### config.mk
export PLATFORM = sky130hd
export DESIGN_NAME = cpu_tick_controller
export DESIGN_NICKNAME = d
export VERILOG_FILES = /design/src/rtl/cpu_tick_controller.sv
export SDC_FILE = /design/constraint.sdc
export NUM_CORES = 1
export LEC_CHECK = 0
export CAP_MARGIN = 20
export CORE_UTILIZATION = 28
export CTS_CLUSTER_SIZE = 30
export DETAILED_ROUTE_END_ITERATION = 10
export GPL_TIMING_DRIVEN = 0
export SLEW_MARGIN = 20
export SYNTH_ARGS = -nofsm -noshare
export SYNTH_HDL_FRONTEND = slang
export SYNTH_SLANG_ARGS = --single-unit
### constraint.sdc
create_clock -name sysclk -period 3.6 [get_ports sysclk]
set_clock_uncertainty 0.2 [all_clocks]
set_input_delay 1.08 -clock sysclk [delete_from_list [all_inputs] [get_ports sysclk]]
set_output_delay 1.08 -clock sysclk [all_outputs]
set_load 0.01 [all_outputs]
### src/rtl/cpu_tick_controller.sv
// Clock-enable generator for the tiny processor: free-run, pause, and debounced single-step ticks.
// Also counts issued ticks and toggles a heartbeat on each one.
`timescale 1ns/1ps

module cpu_tick_controller #(
  parameter int DIV_LOG2  = 25,
  parameter int RATE_STEP = 3,
  parameter int DEB_LOG2  = 20,
  parameter int CNT_W     = 16
) (
  input  logic             sysclk,
  input  logic             reset_p,
  input  logic [1:0]       mode,
  input  logic [1:0]       rate_sel,
  input  logic             step_btn,
  output logic             tick,
  output logic             heartbeat,
  output logic             running,
  output logic [CNT_W-1:0] tick_count
);

  typedef enum logic [1:0] {
    S_PAUSE = 2'd0,
    S_RUN   = 2'd1,
    S_STEP  = 2'd2
  } state_e;

  state_e                state_q, state_d;
  logic [DIV_LOG2-1:0]   div_q, div_d;
  logic [DIV_LOG2-1:0]   div_mask;
  logic                  sync1_q, sync2_q;
  logic                  deb_q, deb_d;
  logic                  deb_prev_q;
  logic [DEB_LOG2-1:0]   deb_cnt_q, deb_cnt_d;
  logic                  step_edge_q, step_edge_d;
  logic                  tick_q, tick_d;
  logic                  hb_q, hb_d;
  logic                  running_q, running_d;
  logic [CNT_W-1:0]      cnt_q, cnt_d;
  logic                  run_hit;

  // Reserved mode 11 falls into the default arm and pauses the core.
  always_comb begin
    // NOTE: every combinational output gets a default first so no path leaves it unassigned (no latch).
    state_d = S_PAUSE;
    case (mode)
      2'b01:   state_d = S_RUN;
      2'b10:   state_d = S_STEP;
      default: state_d = S_PAUSE;
    endcase
  end

  // Tick when the low k bits of the divider are all ones, k = DIV_LOG2 - RATE_STEP*rate_sel.
  always_comb begin
    div_mask = {DIV_LOG2{1'b1}} >> (RATE_STEP * int'(rate_sel));
    run_hit  = (state_q == S_RUN) && ((div_q & div_mask) == div_mask);
    div_d    = '0;
    if (state_d == state_q && state_q == S_RUN) begin
      div_d = div_q + DIV_LOG2'(1);
    end
  end

  always_comb begin
    deb_d     = deb_q;
    deb_cnt_d = deb_cnt_q;
    if (sync2_q == deb_q) begin
      deb_cnt_d = '0;
    end else if (deb_cnt_q == '1) begin
      deb_d     = sync2_q;
      deb_cnt_d = '0;
    end else begin
      deb_cnt_d = deb_cnt_q + DEB_LOG2'(1);
    end
  end

  // Rising edges seen outside S_STEP are dropped here rather than queued.
  always_comb begin
    step_edge_d = deb_q && !deb_prev_q && (state_q == S_STEP);
    tick_d      = run_hit || (step_edge_q && (state_q == S_STEP));
    hb_d        = hb_q ^ tick_d;
    cnt_d       = tick_d ? cnt_q + CNT_W'(1) : cnt_q;
    running_d   = (state_d == S_RUN);
  end

  always_ff @(posedge sysclk) begin
    if (reset_p) begin
      state_q     <= S_PAUSE;
      div_q       <= '0;
      sync1_q     <= 1'b0;
      sync2_q     <= 1'b0;
      deb_q       <= 1'b0;
      deb_prev_q  <= 1'b0;
      deb_cnt_q   <= '0;
      step_edge_q <= 1'b0;
      tick_q      <= 1'b0;
      hb_q        <= 1'b0;
      running_q   <= 1'b0;
      cnt_q       <= '0;
    end else begin
      // NOTE: non-blocking assignments so every flop samples pre-edge values, regardless of statement order.
      state_q     <= state_d;
      div_q       <= div_d;
      sync1_q     <= step_btn;
      sync2_q     <= sync1_q;
      deb_q       <= deb_d;
      deb_prev_q  <= deb_q;
      deb_cnt_q   <= deb_cnt_d;
      step_edge_q <= step_edge_d;
      tick_q      <= tick_d;
      hb_q        <= hb_d;
      running_q   <= running_d;
      cnt_q       <= cnt_d;
    end
  end

  assign tick       = tick_q;
  assign heartbeat  = hb_q;
  assign running    = running_q;
  assign tick_count = cnt_q;

endmodule

==> results.toml <==
[cts]
clk_pin_slew_worst_paths_ps = 50
cts_sinks = 70
numCtsBuffers = 9
root_buffer = "clkbuf_16"
cts_hold_buf = 0
cts_resized = 0
clock_latency_ps = 320
htree_num_levels = 3
cts_tree = "built"
cts_buffer_depth = 2
post_cts_buffers = 0

[placement]
hpwl_um = 4480
routabilityCongestion = 0.782
dp_cells = 513
port_buffers = 25

[worst_setup_path]
endpoint_kind = "flop"
cp_max_fo = 10
r2r-start = "div_q[0]$_SDFF_PP0_"
critPathRequiredTime_ps = 3610
critPathLaunch = "reset_p"
critPathSlowestCell = "clkdlybuf4s50_1"
crit_top_cell = "clkbuf_1"
startpoint_type = "primary input"
critPathCapture = "tick_count[5]$_SDFFE_PP0P_"
cpPeakStageDelay_ps = 580
reg2reg_depth = 6
critPathKind = "primary input to flop"
path_cells = "clkdlybuf4s50_1, clkbuf_1, clkbuf_1, nor2_1, mux2_1"
r2r_end = "tick_count[4]$_SDFFE_PP0P_"
regToRegSetupSlack_ps = 1070
critPathArrivalTime_ps = 2880

[sta]
fin_crit_sh_pct = 79.7
maxSlewHeadroom_pct = 32.0
rsz0062_at_grt = "false"
timing.fmax_mhz = 349
setup_viol = 0
layout_min_cycle_time_ps = 2870
setup_tns_ps = 0
finalHoldViolations = 0
worst_pin_slew_ps = 1020
finalMaxSlewViolations = 0

[synth]
syn_area_per_cell_um2 = 9.07
synth_top_area_cell = "dfxtp_1"
ys_seq_elements = 70
synthTopCellsByArea = "dfxtp_1, nor2_1, xor2_1"
ys_warn_count = 0
synthCells = 348
synth_nets = 358
synth_cell_types = 42
yosysSeqAreaShare_pct = 44.4
synth_top_cell_area_share_pct = 44.4
mappedNetlistArea_um2 = 3160

[floorplan]
die_area_um2 = 11700
core_um2 = 10900
initial_core_util_pct = 28.9
die_w_um = 108
ios = 26
chipHeight_um = 108
row_count = 38

[global_route]
grt_max_degree = 13
met1_usage_pct = 14.5
top_usage_layer = "met2"
track_usage_pct = 11.7
grt_pass1_wl_um = 10800
gr-usage-met3_pct = 3.92
antenna_found_initial = 0
grt_pass1_vias = 2383
gr-usage-met2_pct = 19.7
overflow = 0

[finish]
fin_cells = 529
layout.nets = 394
syn_to_final_growth_pct = 24.1
antenna_cells = 0
final_layout_size_suffix_gt1_share_pct = 8.74

[routing]
num_vias = 2438
wire_per_inst_um = 11.9
antenna_left = 0
drtIter0Drc = 67
avgViaCountPerCell = 4.61
dr.pass1.iters = 4
drc_errors = 0
routed_wl_um = 6320

[worst_hold_path]
hp-class = "flop to flop"

[run]
drv_cap = 0

[status]
status = "completed"

[power]
p_per_area_nw_per_um2 = 453
p_leak_nw = 1.39
ir_worst_vdd_mv = 0.207
## synthesized netlist by cell type
cell type and instances:
dfxtp_1 70, nor2_1 63, xor2_1 25, nand2_1 17
nand4_1 17, nor2b_1 17, nand3_1 14, xnor2_1 14
mux2_1 12, clkbuf_1 9, inv_1 9, a21oi_1 8
and3_1 8, nor3_1 7, a21oi_2 6, and4_1 6
a211oi_1 4, o21ai_0 4, and2_1 3, ha_1 3
mux2_2 3, nor3b_1 3, or3_1 3, a21boi_0 2
buf_4 2, nor4_1 2, o21ai_1 2, a21o_1 1
a31o_2 1, and3b_1 1, and4b_1 1, buf_1 1
buf_6 1, nand2b_1 1, nand3_2 1, nand3b_1 1
nand4_2 1, nand4_4 1, nand4b_4 1, nor3_4 1
nor4bb_1 1, or2_1 1
## per-layer routing
| metal | routed length [um] | vias to the layer above |
|---|---|---|
| li1 | - | 1256 |
| met1 | 3100 | 1150 |
| met2 | 2980 | 27 |
| met3 | 194 | 5 |
| met4 | 47 | 0 |
| met5 | 0 | - |
## logic make-up (layout without fill, tap and decap cells)
| family | Yosys count | count (layout) | synth area share (%) |
|---|---|---|---|
| compound gates | 28 | 28 | 5.83 |
| xor+xnor | 39 | 39 | 10.8 |
| fa+ha+maj | 3 | 3 | 1.19 |
| buf+inv | 22 | 63 | 3.09 |
| flops | 70 | 70 | 44.4 |
| mux | 15 | 15 | 5.35 |
| simple gates | 171 | 171 | 29.3 |
## state kept, by name (all words and copies together), names as in the netlist
name	flops
deb_cnt_q	20
deb_prev_q	1
deb_q	1
div_q	25
heartbeat	1
running	1
state_q	1
step_edge_q	1
sync1_q	1
sync2_q	1
tick	1
tick_count	16
## stage by stage
stage	worst slack (ps)	hold WS, ps	utilization [%]	cell area, um2	power, mW
after floorplan	1140	173	-	3160	0.812
after global placement	443	183	32.8	3580	0.826
after detailed placement	413	187	32.8	3580	0.827
after CTS	726	195	35.8	3920	1.79
after global routing	570	215	35.8	3920	1.83
final	731	191	35.8	3920	1.77
## power breakdown
| group | total (mW) | switching, mW | internal, mW |
|---|---|---|---|
| registers | 0.779 | 0.00165 | 0.777 |
| clock network | 0.963 | 0.319 | 0.644 |
| logic | 0.0308 | 0.0171 | 0.0138 |
## layout by cell type (no fill, tap or decap), types with 12 or more instances in the layout
master,count
clkdlybuf4s50_1,25
dfxtp_1,70
mux2_1,12
nand2_1,17
nand3_1,14
nand4_1,17
nor2_1,63
nor2b_1,17
xnor2_1,14
xor2_1,25
## critical path: cells and delay by family
kind	cells	cell delay, ps
buf+inv	3	1410
mux	1	300
simple gates	1	90
## cell type report
| class | instances | area (um2) |
|---|---|---|
| Sequential cell | 70 | 1400 |
| Buffer | 13 | 63.8 |
| Timing Repair Buffer | 25 | 250 |
| Clock inverter | 5 | 81.3 |
| Inverter | 9 | 33.8 |
| Multi-Input combinational cell | 256 | 1660 |
| Tap cell | 140 | 175 |
| Clock buffer | 11 | 253 |
| Fill cell | 1106 | 7020 |
## how the worst min path moves through the flow
stage / start / end / slack [ps] / cells past startpoint
after floorplan: deb_prev_q$_SDFF_PP0_ / step_edge_q$_SDFF_PP0_ / 170 / 1
after global placement: deb_prev_q$_SDFF_PP0_ / step_edge_q$_SDFF_PP0_ / 180 / 1
after detailed placement: deb_prev_q$_SDFF_PP0_ / step_edge_q$_SDFF_PP0_ / 190 / 1
after CTS: deb_prev_q$_SDFF_PP0_ / step_edge_q$_SDFF_PP0_ / 190 / 1
after global routing: deb_prev_q$_SDFF_PP0_ / step_edge_q$_SDFF_PP0_ / 220 / 1
final: deb_prev_q$_SDFF_PP0_ / step_edge_q$_SDFF_PP0_ / 190 / 1
(Power assumes the default switching activity.)
==> RTL change 1, RTL diff (config.mk and constraints unchanged) <==
Remove the register `tick_q`: a continuous assignment takes its place, so the output `tick` follows one clock earlier.
--- a/src/rtl/cpu_tick_controller.sv
+++ b/src/rtl/cpu_tick_controller.sv
@@ -92,7 +92,6 @@
       deb_prev_q  <= 1'b0;
       deb_cnt_q   <= '0;
       step_edge_q <= 1'b0;
-      tick_q      <= 1'b0;
       hb_q        <= 1'b0;
       running_q   <= 1'b0;
       cnt_q       <= '0;
@@ -106,12 +105,13 @@
       deb_prev_q  <= deb_q;
       deb_cnt_q   <= deb_cnt_d;
       step_edge_q <= step_edge_d;
-      tick_q      <= tick_d;
       hb_q        <= hb_d;
       running_q   <= running_d;
       cnt_q       <= cnt_d;
     end
   end
+
+  assign tick_q = tick_d;
 
   assign tick       = tick_q;
   assign heartbeat  = hb_q;
Check against the original RTL: same outputs for any inputs over 10 cycles, from zero or initial values and one cycle with reset_p high; that may be too few to reach the edited logic, so the function may still have changed.
==> RTL change 1 against the unedited design <==
Cell area fell by 3.9%; synthesized area fell by 0.71%; synthesized cell count rose by 1.4%; wire length rose by 0.14%; critical path type is now input pin to output port; largest cell class unchanged; clock power fell by 38%; total power fell by 21%; worst setup slack got worse by 640 ps; sequential cell count fell by 1.
==> RTL change 1: results (changes against the unedited design) <==
status finished, final reports clean; max incr delay on CP 450 ps (-130 ps); clk tree area frac 4.89% (-3.6 points); Vias 2471 (+1.4%); dpl hpwl 4430 um (-1.3%); clk_buf instances 13 (+2); Int Pwr 1100 uW (-24%); Combinational Power 29.1 uW (-6%); largest net degree at the start of global routing 11 (-2); syn_nets 363 (+1.4%); met3 Usage GRT 2.78% (-1.1 points); Non-clock buffer share 8.47% (+0.46 points); Synth Area in Compound Gates 6.11% (+0.28 points); Layout Nets 401 (+1.8%); Seq/Total Area, Yosys 44.1% (-0.32 points); commonest cells in the netlist dfxtp_1 (69), nor2_1 (63), xor2_1 (20); GR Util met1 15.8% (+1.3 points); maximum VDD drop 174 uV (-16%); drt first-iter violations 120 (+79%); clock network power share 42.8% (-11 points); count of multi-input gates 260 (+1.6%); met2 Track Usage GR 17.5% (-2.2 points); largest cells by area after synthesis dfxtp_1 (44%), nor2_1 (7.5%), xor2_1 (5.6%); CP Launch Point rate_sel[1]; Worst slew margin 52.9% (+21 points)
## RTL change 1: cell count changes in the layout (fill, tap and decap cells not counted), moves of 3 or more
cell and delta:
a21oi_1 +4, a21oi_2 -6, clkbuf_16 -9, clkbuf_8 +11, inv_1 +3, mux2_1 -11
mux2_2 +10, nand3_1 +3, nor3_1 +6, xnor2_1 +5, xor2_1 -5
## RTL change 1: cells by family (layout without fill, tap and decap cells)
group,Yosys count,after routing
adder cells (fa/ha/maj),3,3
XOR/XNOR,39,39
AO/OA/AOI/OAI,28,28
multiplexers,14,14
buffers and inverters,24,65
flip-flops,69,69
AND/OR/NAND/NOR,176,176
## RTL change 1: through the flow
step                      power (uW)  setup TNS (ps)  std cells  util (%)
final                           1390               0        534      34.6
after global routing            1450               0        534      34.6
after CTS                       1410               0        534      34.5
after detailed placement         814            -768        518      32.7
after global placement           814            -747        518      32.7
after floorplan                  801               0        353         -
==> RTL change 2, RTL diff (same flow settings) <==
Made on the original files. `DIV_LOG2`: 25 -> 50.
--- a/src/rtl/cpu_tick_controller.sv
+++ b/src/rtl/cpu_tick_controller.sv
@@ -3,7 +3,7 @@
 `timescale 1ns/1ps
 
 module cpu_tick_controller #(
-  parameter int DIV_LOG2  = 25,
+  parameter int DIV_LOG2  = 50,
   parameter int RATE_STEP = 3,
   parameter int DEB_LOG2  = 20,
   parameter int CNT_W     = 16
Behaviour: no difference found for any inputs over 10 cycles, from zero or initial values and one cycle with reset_p high; that may be too few to reach the edited logic, so the function may still have changed.
==> RTL change 2 against the unedited design <==
Synthesized area increased by 44%; global-route usage up 1.4 points; wire length rose by 69%; non-clock buffer count is 6 higher; via count is 64% higher; sequential cell count grew 25; die area grew 44%; cell area up 38%; combinational power grew 100%; worst setup slack got worse by 600 ps; total power grew 24%; maximum frequency is 17% lower; critical path depth grew 1.
==> RTL change 2: results (changes against the unedited design) <==
Synth Area in Compound Gates 8.59% (+2.8 points); Yosys cell types 53 (+26%); Arrival @ worst endpoint 3500 ps (+620 ps); post-synthesis adder-cell area fraction 0.823% (-0.37 points); Hold Crit Start sync1_q; Seq/Total Area, Yosys 41.7% (-2.7 points); gr usage total 13.2% (+1.4 points); drt first-iter violations 231 (+240%); status finished, final reports clean; maximum VDD drop 224 uV (+8.5%); largest net degree at the start of global routing 17 (+4); Post-Syn Instances 540 (+55%); drt wl/cell 13.4 um (+12%); xor and xnor area share after synthesis 9.03% (-1.8 points); post-cts resize count 0 (unchanged); antenna violations before repair 0 (unchanged); Finished Layout Cells 796 (+50%); commonest cells in the netlist dfxtp_1 (95), nor2_1 (81), nand2_1 (41); number of flip-flops in the largest register 50 (+100%); Layout Nets 586 (+49%); Placed Cells 781 (+52%); Worst slew margin 41.8% (+9.9 points); FILL cells 1636 (+48%); Placer Congestion 0.794 (+1.6%); largest cells by area after synthesis dfxtp_1 (42%), nor2_1 (6.7%), xor2_1 (5.2%); CP Launch Point rate_sel[1]; worst-skew pair later-pin latency 340 ps (+20 ps); first-pass GRT wire length 17900 um (+66%); dpl hpwl 7550 um (+68%); syn_nets 550 (+54%); vias in the first global route 3844 (+61%); clk slew on worst S/H paths 70 ps (+20 ps); mux share of post-synthesis cell area 3.13% (-2.2 points); share of cells above drive strength 1 7.24% (-1.5 points); leakage 0.00170 uW (+22%); CP max FO 5 (-5); Vias 3989 (+64%)
==> RTL change 2: cell types whose count changed in the layout (fill, tap and decap cells not counted), moves of 15 or more <==
cell	before	now
nand3_1	14	38
or3_1	3	18
nor2_1	63	81
dfxtp_1	70	95
nand2_1	17	41
==> RTL change 2: metrics by stage <==
step                      instance area [um^2]  worst slack (ps)  util [%]  total power [uW]
after floorplan                           4560               807         -              1120
after global placement                    5080             -87.4      32.0              1150
after detailed placement                  5080              -194      32.0              1150
after CTS                                 5410               155      34.1              2220
after global routing                      5420              24.9      34.1              2270
final                                     5420               132      34.1              2190
==> RTL change 2: cell families (layout without fill, tap and decap cells) <==
family | after synthesis | after routing
AOI/OAI and AO/OA | 63 | 63
xor gates and xnor gates | 47 | 47
adders and majority gates | 3 | 3
buffers and inverters | 30 | 70
DFF | 95 | 95
muxes | 13 | 13
and+or+nand+nor | 289 | 289
==> RTL change 2: worst max-delay path, stage by stage <==
cell and delay [ps]:
clkdlybuf4s50_1 530, a31oi_1 80, nor4_2 620, nand4_2 270, o41ai_1 550, mux2_1 360
==> RTL change 2: where the power goes <==
part / leakage [uW] / internal [uW] / switching, uW
clock network: 0.000161 / 633 / 430
registers: 0.000766 / 1060 / 8.95
logic: 0.000776 / 27.9 / 33.9
==> RTL change 2: cell type report <==
class / count / area share [%]
repair buffers: 25 / 4.62
plain buffers: 19 / 1.41
well taps: 216 / 4.99
clock inverters: 5 / 1.64
multi-input cells: 415 / 47.0
inverters: 11 / 0.762
clock buffers: 10 / 4.41
flip-flops and latches: 95 / 35.1
==> RTL change 2: path summary, 6_finish.rpt <==
check        slack [ps]       endpoint  cells past startpoint
max reg2reg         820  tick_count[8]                      7
min reg2reg         250        sync2_q                      1
min                 250        sync2_q                      1
max                 130  tick_count[8]                      6
==> RTL change 2: per-layer routing <==
layer / track usage (%) / share of wire (%) / vias to the layer above
met4: 4.86 / 0.93 / 0
met3: 2.56 / 3.4 / 10
li1: - / - / 2008
met1: 16.7 / 48 / 1902
met5: 0 / 0 / -
met2: 22.1 / 48 / 69
